File: src/rtl/ex_mem_skid_reg.sv
// EX/MEM pipeline register with a one-entry skid buffer.
// The main entry drives the MEM-side outputs. The skid entry catches the single
// instruction accepted in the cycle in which MEM applies backpressure.
// Because in_ready comes straight from a flop, out_ready never reaches the EX side
// combinationally.
//
// Handshake: a transfer happens on a rising clk edge when valid and ready are
// both 1 on that side. A producer holding valid=1 keeps its fields stable until
// the transfer. While out_valid=1 the stage keeps all outputs stable until
// out_ready=1.
module ex_mem_skid_reg #(
  parameter int DATA_W = 16,
  parameter int CREG_W = 8,
  parameter int CNT_W  = 16
) (
  input  logic              clk,
  input  logic              rst_n,
  input  logic              in_valid,
  output logic              in_ready,
  input  logic              mwe_i,
  input  logic              mux_i,
  input  logic              rwe_i,
  input  logic [DATA_W-1:0] res_i,
  input  logic [DATA_W-1:0] data_b_i,
  input  logic [CREG_W-1:0] c_reg_i,
  input  logic              flush,
  input  logic              out_ready,
  output logic              out_valid,
  output logic              mwe_o,
  output logic              mux_o,
  output logic              rwe_o,
  output logic [DATA_W-1:0] res_o,
  output logic [DATA_W-1:0] data_b_o,
  output logic [CREG_W-1:0] c_reg_o,
  output logic [CNT_W-1:0]  stall_cnt
);

  logic              main_valid, skid_valid, in_ready_q;
  logic              main_mwe, main_mux, main_rwe;
  logic [DATA_W-1:0] main_res, main_data_b;
  logic [CREG_W-1:0] main_creg;
  logic              skid_mwe, skid_mux, skid_rwe;
  logic [DATA_W-1:0] skid_res, skid_data_b;
  logic [CREG_W-1:0] skid_creg;

  logic in_xfer, out_xfer, refill, load_main_in, load_main_skid, load_skid;

  // Handshake decode: main is refilled whenever it is empty or drains this edge.
  // While skid is full, in_ready is 0. A refill therefore takes skid or the
  // input, never both.
  always_comb begin
    in_xfer        = in_valid & in_ready_q;
    out_xfer       = main_valid & out_ready;
    refill         = ~main_valid | out_xfer;
    load_main_skid = refill & skid_valid;
    load_main_in   = refill & ~skid_valid & in_xfer;
    load_skid      = ~refill & in_xfer;
  end

  // Valid bits. Flush overrides everything. in_ready_q tracks ~skid_valid as its own flop.
  always_ff @(posedge clk or negedge rst_n) begin
    if (!rst_n) begin
      main_valid <= 1'b0;
      skid_valid <= 1'b0;
      in_ready_q <= 1'b1;
    end else if (flush) begin
      main_valid <= 1'b0;
      skid_valid <= 1'b0;
      in_ready_q <= 1'b1;
    end else begin
      if (refill) begin
        main_valid <= skid_valid | in_xfer;
        skid_valid <= 1'b0;
        in_ready_q <= 1'b1;
      end else if (load_skid) begin
        skid_valid <= 1'b1;
        in_ready_q <= 1'b0;
      end
    end
  end

  // Data fields. Flush does not touch them; only the valid bits above clear.
  always_ff @(posedge clk or negedge rst_n) begin
    if (!rst_n) begin
      {main_mwe, main_mux, main_rwe} <= 3'b000;
      main_res    <= '0;
      main_data_b <= '0;
      main_creg   <= '0;
      {skid_mwe, skid_mux, skid_rwe} <= 3'b000;
      skid_res    <= '0;
      skid_data_b <= '0;
      skid_creg   <= '0;
    end else if (!flush) begin
      if (load_main_skid) begin
        {main_mwe, main_mux, main_rwe} <= {skid_mwe, skid_mux, skid_rwe};
        main_res    <= skid_res;
        main_data_b <= skid_data_b;
        main_creg   <= skid_creg;
      end else if (load_main_in) begin
        {main_mwe, main_mux, main_rwe} <= {mwe_i, mux_i, rwe_i};
        main_res    <= res_i;
        main_data_b <= data_b_i;
        main_creg   <= c_reg_i;
      end
      if (load_skid) begin
        {skid_mwe, skid_mux, skid_rwe} <= {mwe_i, mux_i, rwe_i};
        skid_res    <= res_i;
        skid_data_b <= data_b_i;
        skid_creg   <= c_reg_i;
      end
    end
  end

  // Saturating count of edges where MEM holds off a valid instruction; flush does not clear it.
  always_ff @(posedge clk or negedge rst_n) begin
    if (!rst_n) begin
      stall_cnt <= '0;
    end else if (main_valid && !out_ready && (stall_cnt != {CNT_W{1'b1}})) begin
      stall_cnt <= stall_cnt + 1'b1;
    end
  end

  // Output mapping: the write enables are gated so that a bubble never writes.
  always_comb begin
    in_ready  = in_ready_q;
    out_valid = main_valid;
    mwe_o     = main_mwe & main_valid;
    rwe_o     = main_rwe & main_valid;
    mux_o     = main_mux;
    res_o     = main_res;
    data_b_o  = main_data_b;
    c_reg_o   = main_creg;
  end

endmodule

File: config.mk
export PLATFORM = sky130hd
export DESIGN_NAME = ex_mem_skid_reg
export DESIGN_NICKNAME = d
export VERILOG_FILES = /design/src/rtl/ex_mem_skid_reg.sv
export SDC_FILE = /design/constraint.sdc
export NUM_CORES = 1
export LEC_CHECK = 0
export CELL_PAD_IN_SITES_DETAIL_PLACEMENT = 0
export CELL_PAD_IN_SITES_GLOBAL_PLACEMENT = 1
export CORE_MARGIN = 2
export CORE_UTILIZATION = 39
export CTS_CLUSTER_DIAMETER = 200
export DETAILED_ROUTE_END_ITERATION = 8
export PLACE_DENSITY = 0.87
export SETUP_SLACK_MARGIN = 0.15
export SLEW_MARGIN = 20
export SYNTH_ARGS = -nofsm -noshare
export SYNTH_HDL_FRONTEND = slang
export SYNTH_SLANG_ARGS = --single-unit
export TNS_END_PERCENT = 10
File: constraint.sdc
create_clock -name clk -period 1.8 [get_ports clk]
set_input_delay 0.36 -clock clk [delete_from_list [all_inputs] [get_ports clk]]
set_output_delay 0.36 -clock clk [all_outputs]
set_load 0.02 [all_outputs]
# Yosys cells after proc, flatten, opt, wreduce, memory -nomap -nowiden
# Cells that the tools add are included.
# Widths: inputs -> output; s select.
# classes
n_addsub	1
n_eq_ne	1
mux	20
bitwise_logic	14
n_reduce_logical	8
# ops
operator	n
$mux 16	4
$add 16x1->16 const B	1
$mux 8	2
$ne 16x16->1 const B	1
$mux 1	14
$and 1x1->1	8
$not 1->1	4
$reduce_and 2->1	2
$reduce_bool 2->1	2
$reduce_bool 3->1	1
$logic_and 1x1->1	2
$or 1x1->1	2
$logic_not 1->1	1
# word_totals
ff_bits	105
input_bits	48
output_inout_bits	61
elab_cells	60

# Depth between registers and ports, before layout
# Gate-level depths: netlist of run 1.
# logic_depth
depth_word	7
mapped_depth	7
mapped_depth_nobuf	5

# Worst setup path after synthesis of run 1
# OpenSTA, ideal clock, no wires.
# synth_path
path_type	register -> register
start	reg stall_cnt[0]
end	reg stall_cnt[12]
setup_time_ns	0.125
arrival_ns	1.633
t_required_ns	1.675
setup_slack_ns	0.042
path_stages_with_launch	6
n_path_buf	0
period_less_slack_ns	1.758
cell_sequence	dfrtp_1 > ha_1 > nand3_4 > or2_4 > nor3_1 > mux2_2
# synth_between
elab_chain_cells	2
word_cells_on_any_way	3
classes_between	1 x add/sub; 1 x eq/ne; 1 x reduce/logical
# synth_rtl
item	line_no	rtl
start, declared	35	output logic [CNT_W-1:0] stall_cnt
start signal, assigned	119	stall_cnt <= stall_cnt + 1'b1;
parallel branches: the longest is 2 deep, another holds $add 16x1->16	n/a	
# Parallel ways; which one is timed is not known.
# A chain may end at the register's enable or synchronous reset.

# Worst setup path after layout of run 1
# layout_path
start	reg main_valid, in the netlist out_valid
end	out rwe_o
# layout_between
elab_chain_cells	1
# layout_rtl
item	line_no	rtl
start, declared	38	logic main_valid, skid_valid, in_ready_q;
start signal, assigned	72	main_valid <= skid_valid | in_xfer;
$and 1x1->1	128	rwe_o = main_rwe & main_valid;
end, declared	31	output logic rwe_o,
# No other way between the ends.

==> results.txt, run 1 <==
----------------------------------------------------
[Power]
  Switching power ... 1.881 mW
  Max IR drop VDD ... 0.5179 mV
  Power Density ... 1039 nW/um^2
  Switching share of power ... 0.2880
  Clock network power share ... 0.283
  Comb pwr share ... 0.233
  Sequential share of power ... 0.483
  Post-layout total power ... 6.533 mW
  Internal cell power ... 4.651 mW
  LEAKAGE ... 3.064 nW

[Global routing]
  Grt ovf ... 0
  Number of global-route vias before repair ... 3206
  Initial antenna violation count ... 0
  Wire length of the first global-routing pass ... 15.57 mm
  GR Util All Layers ... 0.1535
  Maximum number of pins on one net before global-route repair ... 53

[STA]
  Final number of setup-violating endpoints ... 0
  Final worst path period share ... 0.9025
  Final critical delay including setup and external delays ... 1624 ps
  FMAX ... 615.6 MHz
  Max Clock Skew ... 3.413 ps
  Transition time at the pin with the least slew margin ... 355.8 ps
  Final hold viol count ... 0
  Final worst slack ... 175.6 ps
  Headroom to the max-slew limit ... 0.7628
  Setup Total Neg Slack ... 0 ps
  Final Max Slew Viols ... 0
  Unrepaired setup endpoints after global routing ... true

[Cells and area]
  N_diodes ... 0
  FILL cells ... 991
  Synth-to-layout area growth ... 37.10%
  Post-layout net count ... 544
  Commonest non-fill, non-tap cell in the layout ... dfrtp_1
  Register area ... 2634 um^2
  Fraction of final layout cells with drive strength greater than 1 ... 0.2149
  Commonest cells after routing, fill and taps aside ... 100 x dfrtp_1, 61 x dlygate4sd2_1, 53 x a21oi_1
  Multi-input gate area in the final layout ... 1853 um^2

[Drt]
  Post-detailed-route wirelength per cell ... 15.20 um
  Number of nets still failing antenna checks after routing ... 0
  Via density per instance ... 5.050
  Detailed-route via count ... 3237
  Remaining DRCs ... 0
  Routed wire length ... 9.741 mm
  Detailed Routing Iterations Pass 1 ... 4
  Iteration-0 DRC Markers ... 169

[Logic synthesis]
  Synth top area cells ... dfrtp_1 57%, mux2i_1 9.6%, mux2_2 9.1%, a21oi_1 5.8%, nor2_1 3.9%
  Net Count, Synth ... 416
  Synth Area in XOR/XNOR ... 0.01528
  Post-synthesis sequential area ratio ... 0.5731
  Library cell occupying the most area in the post-synthesis netlist ... dfrtp_1
  Post-synthesis share of cell area spent on full adders, half adders and majority gates ... 0.002728
  Fraction of the mapped netlist area in simple logic gates ... 0.09902
  Number of warnings issued by yosys ... 0
  Flip-flop and latch count after synthesis ... 105
  Mean Syn Cell Area ... 12.50 um^2
  Largest family of logic cells by synthesized area ... multiplexers
  Multiplexer fraction of the synthesized cell area ... 0.2130
  Netlist cell types ... 38
  Fraction of synthesized cell area taken by the top area cell type ... 0.5674
  Compound-gate portion of the synthesized area ... 0.06683
  Post-synthesis cell area ... 4587 um^2
  Instance count of the mapped netlist ... 367

[Die]
  Initial core utilization ... 0.4000
  Placement Rows ... 39
  Die Footprint ... 12650 um^2
  Count of pins on the block boundary ... 109
  Die W ... 112.5 um
  Core region area ... 11470 um^2
  Die outline height ... 112.5 um

[Placed design]
  RePlAce Congestion ... 0.7896
  Post-placement setup slack ... -255.0 ps
  Number of buffers added on ports ... 108
  Half-perimeter wire length of the detailed placement result ... 6.700 mm

[Flow run]
  Number of max-capacitance violations reported ... 0

[Setup path]
  Setup crit start kind ... register
  Crit path DAT ... 1260 ps
  Crit path kind ... register to primary output
  Critical-path maximum fanout ... 6
  Crit path required time ... 1440 ps
  Endpoint kind of the worst setup timing path ... primary output
  Internal reg-to-reg setup slack ... 180 ps

[Clocking]
  CTS Sinks ... 105
  Master cell of the clock root buffer ... clkbuf_16
  CTS tree ... built
  Number of buffers created by CTS ... 9
  Worst skew pair latency ... 330 ps
  Maximum count of clock buffers along a single path ... 2
  Level count of the clock H-tree ... 3
  Clock-pin slew on the worst setup and hold paths ... 70 ps

[Worst hold path]
  Tightest Hold Check Type ... primary input to asynchronous set/reset pin

[Status]
  Result of the run ... completed

----------------------------------------------------
kinds of logic (layout without fill, tap and decap cells):
kind of cell             count (synthesis)  in the layout
flip-flops                             105            105
XOR/XNOR                                 8              8
AND/OR/NAND/NOR                         85             85
multiplexers                            89             89
adder cells (fa/ha/maj)                  1              1
AO/OA/AOI/OAI                           59             59
buffers and inverters                   20            151
synthesized netlist by cell type:
cell	n
dfstp_2	1
nand3_2	1
a21oi_2	1
nor3b_2	1
inv_1	1
a21oi_1	53
nand2_2	1
nor4b_1	1
mux2_2	37
buf_2	5
and2b_1	1
nand3_1	3
nor3_4	1
buf_6	5
and2_1	3
nand4_1	3
nand3_4	1
nand2b_1	1
nor3_1	5
nor4_2	1
nor3_2	2
clkbuf_1	4
dfrtp_1	104
and3_1	1
or2_4	1
mux2_4	8
xor2_1	8
nor4_1	2
nor2_1	48
buf_4	5
o21ai_0	1
and4bb_1	1
nand2_1	5
a41oi_1	1
a31oi_1	3
ha_1	1
and4b_1	2
mux2i_1	44
stage by stage:
| step | area (um^2) | hold slack [ps] | instances | util |
|---|---|---|---|---|
| 2_1_floorplan | 4593 | 64.41 | 367 | - |
| 5_1_grt | 6289 | 366.0 | 641 | 0.5484 |
| 3_5_place_dp | 5989 | 166.1 | 621 | 0.5223 |
| 6_report | 6289 | 359.6 | 641 | 0.5484 |
| 4_1_cts | 6225 | 343.3 | 636 | 0.5428 |
| 3_3_place_gp | 5989 | 164.9 | 621 | 0.5223 |
worst paths after layout:
path	from	to	cells past startpoint
setup / recovery	out_valid	rwe_o	2
hold / removal	rst_n	stall_cnt[14]	2
setup reg to reg	stall_cnt[0]	stall_cnt[12]	5
hold reg to reg	stall_cnt[11]	stall_cnt[11]	1
max in group asynchronous	rst_n	in_ready	3
min in group clk	out_ready	in_ready	4
final cells by class:
type                    instances  share of cell area
repair buffers                136              0.2129
flip-flops and latches        105              0.4188
well taps                     143             0.02845
clock inverters                 2            0.002189
clock buffers                  12             0.04238
inverters                       1           0.0005969
multi-input cells             242              0.2947
critical path, cell delays in order (launching register included):
cell and delay, ps:
dfrtp_2 450, and2_1 160, dlygate4sd2_1 320
sequential cells by signal, indices dropped and copies added, names as in the netlist:
name,flops
skid_creg,8
in_ready,1
out_valid,1
res_o,16
stall_cnt,16
c_reg_o,8
skid_mux,1
skid_res,16
main_rwe,1
skid_data_b,16
skid_valid,1
skid_rwe,1
mux_o,1
main_mwe,1
data_b_o,16
skid_mwe,1
timing repair:
action,in CTS,in global routing
resized for setup,66,2
setup buffers,0,4
setup endpoints to repair,98,68
hold buffers,1,0
gates cloned,0,1
pin swaps,1,3
endpoints found under the hold margin,1,0
power groups by stage:
stage | Clock [mW] | Sequential, mW | Combinational, mW
6_report | 1.85 | 3.16 | 1.53
3_5_place_dp | 0 | 3.21 | 1.69
4_1_cts | 1.91 | 3.16 | 1.54
5_1_grt | 2.00 | 3.22 | 1.66
2_1_floorplan | 0 | 3.43 | 0.620
3_3_place_gp | 0 | 3.18 | 1.64
layer usage:
layer  wire, um  global-route usage  vias to the layer above
met3        509             0.03834                       12
met1       4442              0.2077                     1589
met5          0                   0                        -
li1           -                   -                     1558
met4        148             0.05854                        0
met2       4639              0.2402                       78
(Power assumes the default switching activity.)
==> run 2: changes to the inputs <==
Settings changed: GPL_ROUTABILITY_DRIVEN set to 0, SLEW_MARGIN 20 to not set.
==> results of run 2 <==
No change in the layout: final DEF, timing and power equal those of run 1.
